[config.mk]
export PLATFORM = sky130hd
export DESIGN_NAME = pmod_ssd_decoder
export DESIGN_NICKNAME = d
export VERILOG_FILES = /design/src/rtl/pmod_ssd_decoder.sv
export SDC_FILE = /design/constraint.sdc
export NUM_CORES = 1
export LEC_CHECK = 0
export ABC_CLOCK_PERIOD_IN_PS = 3650
export CAP_MARGIN = 0
export CORE_UTILIZATION = 61
export CTS_BUF_LIST = sky130_fd_sc_hd__clkbuf_2 sky130_fd_sc_hd__clkbuf_4 sky130_fd_sc_hd__clkbuf_8
export CTS_CLUSTER_DIAMETER = 30
export DETAILED_ROUTE_END_ITERATION = 10
export HOLD_SLACK_MARGIN = 0.1
export PLACE_DENSITY = 0.89
export SLEW_MARGIN = 5
export SYNTH_ARGS = -nofsm -noshare
export SYNTH_HDL_FRONTEND = slang
export SYNTH_SLANG_ARGS = --single-unit
[constraint.sdc]
create_clock -name i_clk_20mhz -period 3.65 [get_ports i_clk_20mhz]
set_clock_uncertainty 0.2 [all_clocks]
set_input_delay 0.73 -clock i_clk_20mhz [delete_from_list [all_inputs] [get_ports i_clk_20mhz]]
set_output_delay 0.73 -clock i_clk_20mhz [all_outputs]
set_load 0.005 [all_outputs]
[src/rtl/pmod_ssd_decoder.sv]
// pmod_ssd_decoder: snoops the multiplexed PmodSSD bus ({sel, seg[6:0]}),
// filters mux transitions, decodes both hex digits and emits them as a byte.
// Optional feature macro: SSD_DECODER_CHANGE_ONLY_EN (o_valid only when the
// decoded pair differs from the current o_value; first pair after reset always pulses).
module pmod_ssd_decoder #(
    parameter int PAR_STABLE_CYCLES  = 1000,
    parameter int PAR_TIMEOUT_CYCLES = 8_000_000
) (
    input  logic       i_clk_20mhz,
    input  logic       i_rst_20mhz,
    input  logic [7:0] i_ssd_pmod,
    output logic [7:0] o_value,
    output logic       o_valid,
    output logic       o_err,
    output logic       o_stale
);

    localparam int SW = $clog2(PAR_STABLE_CYCLES + 1);
    localparam int TW = $clog2(PAR_TIMEOUT_CYCLES + 1);

    typedef enum logic {S_IDLE, S_HAVE_D0} state_t;

    logic [7:0]    sync1, sync2, prev;
    logic [SW-1:0] stab_cnt;
    logic [TW-1:0] stale_cnt;
    logic          sample;
    logic          sel_edge;
    logic          sel;
    logic [6:0]    seg;
    logic          blank, legal;
    logic [3:0]    nib;
    logic [3:0]    digit0;
    state_t        state;

    // Segment pattern to nibble; legal=0 for anything that is not a hex glyph.
    always_comb begin
        legal = 1'b1;
        nib   = 4'h0;
        case (seg)
            7'h3F: nib = 4'h0;
            7'h06: nib = 4'h1;
            7'h5B: nib = 4'h2;
            7'h4F: nib = 4'h3;
            7'h66: nib = 4'h4;
            7'h6D: nib = 4'h5;
            7'h7D: nib = 4'h6;
            7'h07: nib = 4'h7;
            7'h7F: nib = 4'h8;
            7'h67: nib = 4'h9;
            7'h77: nib = 4'hA;
            7'h7C: nib = 4'hB;
            7'h39: nib = 4'hC;
            7'h5E: nib = 4'hD;
            7'h79: nib = 4'hE;
            7'h71: nib = 4'hF;
            default: legal = 1'b0;
        endcase
    end

    assign sel      = sync2[7];
    assign seg      = sync2[6:0];
    assign blank    = (seg == 7'h00);
    assign sel_edge = (sync2[7] != prev[7]);

    // The count is about to reach STABLE-1 on this edge: that is the single
    // sample point of a stable window, so outputs land STABLE+2 cycles after
    // the last input change.
    assign sample = (sync2 == prev) && (stab_cnt == SW'(PAR_STABLE_CYCLES - 2));

    assign o_stale = (stale_cnt == TW'(PAR_TIMEOUT_CYCLES));

    // Two-flop synchronizer plus previous-cycle copy for change detection.
    always_ff @(posedge i_clk_20mhz or posedge i_rst_20mhz) begin
        if (i_rst_20mhz) begin
            sync1 <= 8'h00;
            sync2 <= 8'h00;
            prev  <= 8'h00;
        end else begin
            sync1 <= i_ssd_pmod;
            sync2 <= sync1;
            prev  <= sync2;
        end
    end

    // Stability counter: restart on any bus change, saturate at STABLE.
    always_ff @(posedge i_clk_20mhz or posedge i_rst_20mhz) begin
        if (i_rst_20mhz)
            stab_cnt <= '0;
        else if (sync2 != prev)
            stab_cnt <= '0;
        else if (stab_cnt != SW'(PAR_STABLE_CYCLES))
            stab_cnt <= stab_cnt + 1'b1;
    end

    // Stale timer: a sel edge always wins over saturation.
    always_ff @(posedge i_clk_20mhz or posedge i_rst_20mhz) begin
        if (i_rst_20mhz)
            stale_cnt <= '0;
        else if (sel_edge)
            stale_cnt <= '0;
        else if (stale_cnt != TW'(PAR_TIMEOUT_CYCLES))
            stale_cnt <= stale_cnt + 1'b1;
    end

`ifdef SSD_DECODER_CHANGE_ONLY_EN
    logic first_done;
    logic pair_new;
    assign pair_new = !first_done || ({nib, digit0} != o_value);
`endif

    // Pair-assembly FSM, advancing only on sample events; outputs registered.
    always_ff @(posedge i_clk_20mhz or posedge i_rst_20mhz) begin
        if (i_rst_20mhz) begin
            state   <= S_IDLE;
            digit0  <= 4'h0;
            o_value <= 8'h00;
            o_valid <= 1'b0;
            o_err   <= 1'b0;
`ifdef SSD_DECODER_CHANGE_ONLY_EN
            first_done <= 1'b0;
`endif
        end else begin
            o_valid <= 1'b0;
            o_err   <= 1'b0;
            if (sample) begin
                case (state)
                    S_IDLE: begin
                        if (blank) begin
                            state <= S_IDLE;
                        end else if (!legal) begin
                            o_err <= 1'b1;
                        end else if (!sel) begin
                            digit0 <= nib;
                            state  <= S_HAVE_D0;
                        end
                    end
                    S_HAVE_D0: begin
                        if (blank) begin
                            state <= S_IDLE;
                        end else if (!legal) begin
                            o_err <= 1'b1;
                            state <= S_IDLE;
                        end else if (!sel) begin
                            digit0 <= nib;
                        end else begin
                            o_value <= {nib, digit0};
`ifdef SSD_DECODER_CHANGE_ONLY_EN
                            o_valid    <= pair_new;
                            first_done <= 1'b1;
`else
                            o_valid <= 1'b1;
`endif
                            state <= S_IDLE;
                        end
                    end
                    default: state <= S_IDLE;
                endcase
            end
        end
    end

endmodule

======== Word-level counts from Yosys, hierarchy flattened ========
Index checks and enable logic that the tools add are counted.
operators by class
  $add $sub $neg .......................... 2
  equal/unequal tests ..................... 23
  multiplexer cells ....................... 20
  bitwise operators ....................... 2
  reductions and logical operators ........ 7
operators with widths
  kind                                                 number
  equality test 7 bit, second input constant           12
  one-hot mux 4 bit (15 select lines)                  1
  two-way mux 23 bit                                   2
  adder 23 x 1 -> 23 bit, second input constant        1
  equality test 23 bit, second input constant          1
  inequality test 23 bit, second input constant        1
  two-way mux 10 bit                                   2
  OR reduction 16 bit                                  1
  equality test 7 x 3 -> 1 bit, second input constant  2
  equality test 7 x 6 -> 1 bit, second input constant  2
  two-way mux 1 bit                                    12
  two-way mux 4 bit                                    3
  adder 10 x 1 -> 10 bit, second input constant        1
  equality test 10 bit, second input constant          1
  inequality test 10 bit, second input constant        1
  equality test 8 bit                                  1
  inequality test 8 bit                                1
  logical NOT 7 bit                                    1
  AND reduction 5 bit                                  1
  AND reduction 4 bit                                  1
  nonzero test 2 bit                                   2
  NOT 1 bit                                            2
  logical AND 1 bit                                    1
  inequality test 1 bit                                1
storage, ports and cells
  register bits ........................... 72
  bits of input ports ..................... 10
  logic and storage cells ................. 64

======== Logic depth before layout (Yosys ltp) ========
  depth in word-level cells ............... 7
  depth in mapped cells ................... 8
  mapped depth without buffers ............ 8

======== Least setup slack after synthesis ========
No wires, ideal clock.
  path kind ............................... flip-flop to flip-flop
  start point ............................. register sync2[5]
  end point ............................... register o_value[0]
  data arrival time ....................... 2,737 ps
  data required time ...................... 3,325 ps
  slack ................................... 588 ps
  stages on the path, launching flop included .. 8
  buffers on the path ..................... 1
  period minus slack after synthesis ...... 3,062 ps
  cell sequence ........................... dfrtp_1 -> xor2_1 -> or4_1 -> or2_1 -> or4b_1 -> clkbuf_2 -> a2111oi_4 -> mux2_2
on the way
  longest elaborated chain between the ends .. 4
  elaborated cells between the ends (all ways) .. 23
  those cells by class .................... eq/ne: 17; mux: 1; bitwise: 1; reduce/logical: 4
ends and longest elaborated chain
  item                                               line  source
  from (decl)                                        23    logic [7:0] sync1, sync2, prev;
  from (signal assigned)                             80    sync2 <= sync1;
  equality test 7 bit, or another cell as far along  39    case (seg)
  OR reduction 16 bit (no source line)               -
  two-way mux 1 bit                                  39
  AND reduction 5 bit (no source line) *             -
  to (signal assigned)                               146   o_value <= {nib, digit0};
  to (decl)                                          12    output logic [7:0] o_value,
Every way passes the cells marked *; elsewhere a longest branch is shown, timed or not.
A chain may end at the register's enable or synchronous reset.

======== Worst setup path after layout ========
  start point ............................. register stale_cnt[0]
  end point ............................... output o_stale
on the way
  longest elaborated chain between the ends .. 1
ends and longest elaborated chain
  item                    line  source
  from (decl)             25    logic [TW-1:0] stale_cnt;
  from (signal assigned)  102   stale_cnt <= stale_cnt + 1'b1;
  equality test 23 bit    70    assign o_stale = (stale_cnt == TW'(PAR_TIMEOUT_CYCLES));
  to (decl)               15    output logic o_stale
No other way between the ends.

==> metrics <==
Resized cells post-CTS=0; layout cell share with drive strength beyond 1=9.38%; antenna cells=0; commonest cells after routing, fill and taps aside=dfrtp_1 (72), nor2_1 (38), xor2_1 (21); Hold/Removal Path Class=reg2reg; Hold Buf Count CTS=0; via count=approximately 2.4k; H-tree levels=3; Crit path arrival time=~2.3 ns; die area=~5700 µm²; post-synthesis sequential area ratio=54.2%; Final Max Tran Viols=0; area of the multi-input gates=~1400 µm²; antenna-violating nets left=0; Die Y=~76 µm; Layout area overhead=16.6%; first-pass GRT wire length=10700 µm; fmax=about 0.31 GHz; Switching Fraction=a little over a fifth; initial antenna violation count=0; Setup TNS=0 ns; area leader, netlist=dfrtp_1; Clock Power Share=45.5%; drt first pass iters=4; Pleak=1.61 nW; Clock transition at path regs=about 0.070 ns; die width=around 76 µm; # IOs=21; cells after synthesis=about 310; CTS tree=yes; status=finished, final reports clean; max_slew headroom=between 40% and 50%; Post-synth top flop=dfrtp_1; Starting Density=64.2%; EDFF count, synth=0; Core Rows=26; GPL Wtd Cong=roughly 0.89; CP startpoint kind=register; WHS=around 0.15 ns; critical path type=reg2out; final hold violation count=0; peak supply drop=around 460 µV; max-cap check violation count=0; P per Cell Area=around 440 nW/µm²; setup violators final=0; Flop pwr share=49.0%; #FFs+latches synth=between 70 and 80; Post-Route WL=around 6500 µm; CTS Buffer Depth=2; Fillers=327; Avg WL per Cell=about 16 µm; fin crit period=roughly 3.3 ns; number of global-route vias before repair=between 2k and 2.5k; clk root buf=clkbuf_8; Cell Int Power=about 1.3 mW; total track usage=25.4%; Reg area=1800 µm²; peak fanout along the critical path=4; CP endpoint kind=output pin; mapped cell area=approximately 3300 µm²; synth warn=0; syn_nets=between 300 and 400; part of the power in combinational logic=under 10%; Final HPWL DP=between 4000 and 5000 µm; Port Buffer Count=20; Yosys cell types=46; pin count of the biggest net entering global routing=43; Num CTS Buffers=9; Async SR Flop Fraction=100%; core area=roughly 5200 µm²; commonest non-fill, non-tap cell in the layout=dfrtp_1; Starting DRT DRC Count=139; TritonCTS sink count=~70; synthesized area per cell=~11 µm²; Worst Path Required=between 2 and 3 ns; postcts setup bufs=0; RSZ-0062 raised after global routing=false; worst skew pair latency=about 0.34 ns; GRT overflow=0; actual slew at the worst max-slew pin=approximately 0.79 ns; Final nets=approximately 350; top cell type's share of synthesized area=54.2%; # DRC=0; Area contributors post-synth=dfrtp_1 (54%), xor2_1 (5.5%), nor2_1 (4.3%); P_sw=about 0.36 mW; DR vias/cell=between 5 and 6; Period Utilization, post-route=roughly 90%
sequential cells by signal, indices dropped and copies added, names as in the netlist:
name	flops
o_valid	1
stab_cnt	10
state	1
o_value	8
stale_cnt	23
prev	8
o_err	1
sync2	8
digit0	4
sync1	8
stage by stage:
step	setup slack, ns	util (%)	cell area (µm²)	power, mW	instances
floorplan	0.588	-	3320	0.912	312
global placement	0.512	70.0	3620	0.944	395
detailed placement	0.432	70.0	3620	0.949	395
CTS	0.391	74.9	3870	1.73	411
global route	0.187	74.9	3870	1.77	411
finish	0.384	74.9	3870	1.71	411
power groups by stage:
stage	sequential, mW	combinational, mW	clock [mW]
after floorplan	0.843	0.0685	0
final	0.838	0.0951	0.779
after detailed placement	0.853	0.0959	0
after CTS	0.838	0.0965	0.792
after global routing	0.841	0.108	0.824
after global placement	0.851	0.0921	0
synth_stat cells, types with 2 or more instances:
cell      count
nor3b_1       4
o22ai_1       2
nor2_1       38
ha_1          5
or3b_2        2
nor4_1        5
and2_1        3
nor3_1        6
xor2_1       21
dfrtp_1      72
or3_1         5
nand2b_1      4
nor4bb_1      4
or4_1         2
clkbuf_1     12
o32a_1        3
mux2_2        4
a21oi_1       7
a211oi_1      2
and4_1        4
nand3_1      16
inv_1         8
nand4_1      10
nand2_1      15
o22a_1        2
mux2i_1       2
nand3b_1      5
and3_1        8
o21ai_0       9
nor2b_1       2
xnor2_1      15
cells by family (layout without fill, tap and decap cells):
logic type	count (synthesis)	count (layout)	synth area share [%]
buf+inv	22	51	2.56
flops	72	72	54.2
simple gates	137	137	22.5
compound gates	34	34	7.38
fa+ha+maj	5	5	1.88
mux	6	6	1.96
xor+xnor	36	36	9.49
worst max-delay path, stage by stage, from the launching register on:
cell and delay, ns:
dfrtp_1 0.41, inv_1 0.11, ha_1 0.14, nor3b_1 0.27, nand4_1 0.13, nor3_1 0.26, buf_4 0.19, clkdlybuf4s50_1 0.50
cell type report:
cell class | count | share of cell area (%)
Clock buffer | 11 | 3.91
Clock inverter | 5 | 2.65
Inverter | 8 | 0.775
Multi-Input combinational cell | 218 | 37.0
Sequential cell | 72 | 46.5
Tap cell | 70 | 2.26
Timing Repair Buffer | 27 | 6.85
metal layers:
metal	vias up	wire length (µm)	track usage, %	share of wire, %
li1	1146	-	-	-
met5	-	0	0	0
met1	1193	2940	34.5	46
met4	0	162	13.0	2.5
met3	18	269	5.29	4.2
met2	64	3090	38.7	48
worst paths after layout:
check / from / end / slack [ns] / cells past startpoint
max: stale_cnt[0] / o_stale / 0.38 / 7
min: sync1[5] / sync2[5] / 0.15 / 0
max reg2reg: sync2[5] / o_value[0] / 0.44 / 6
min reg2reg: sync1[5] / sync2[5] / 0.15 / 0
max in group asynchronous: i_rst_20mhz / o_value[0] / 2.00 / 3
min in group asynchronous: i_rst_20mhz / sync2[3] / 0.60 / 2
No activity file was read; power rests on OpenSTA's default activity.
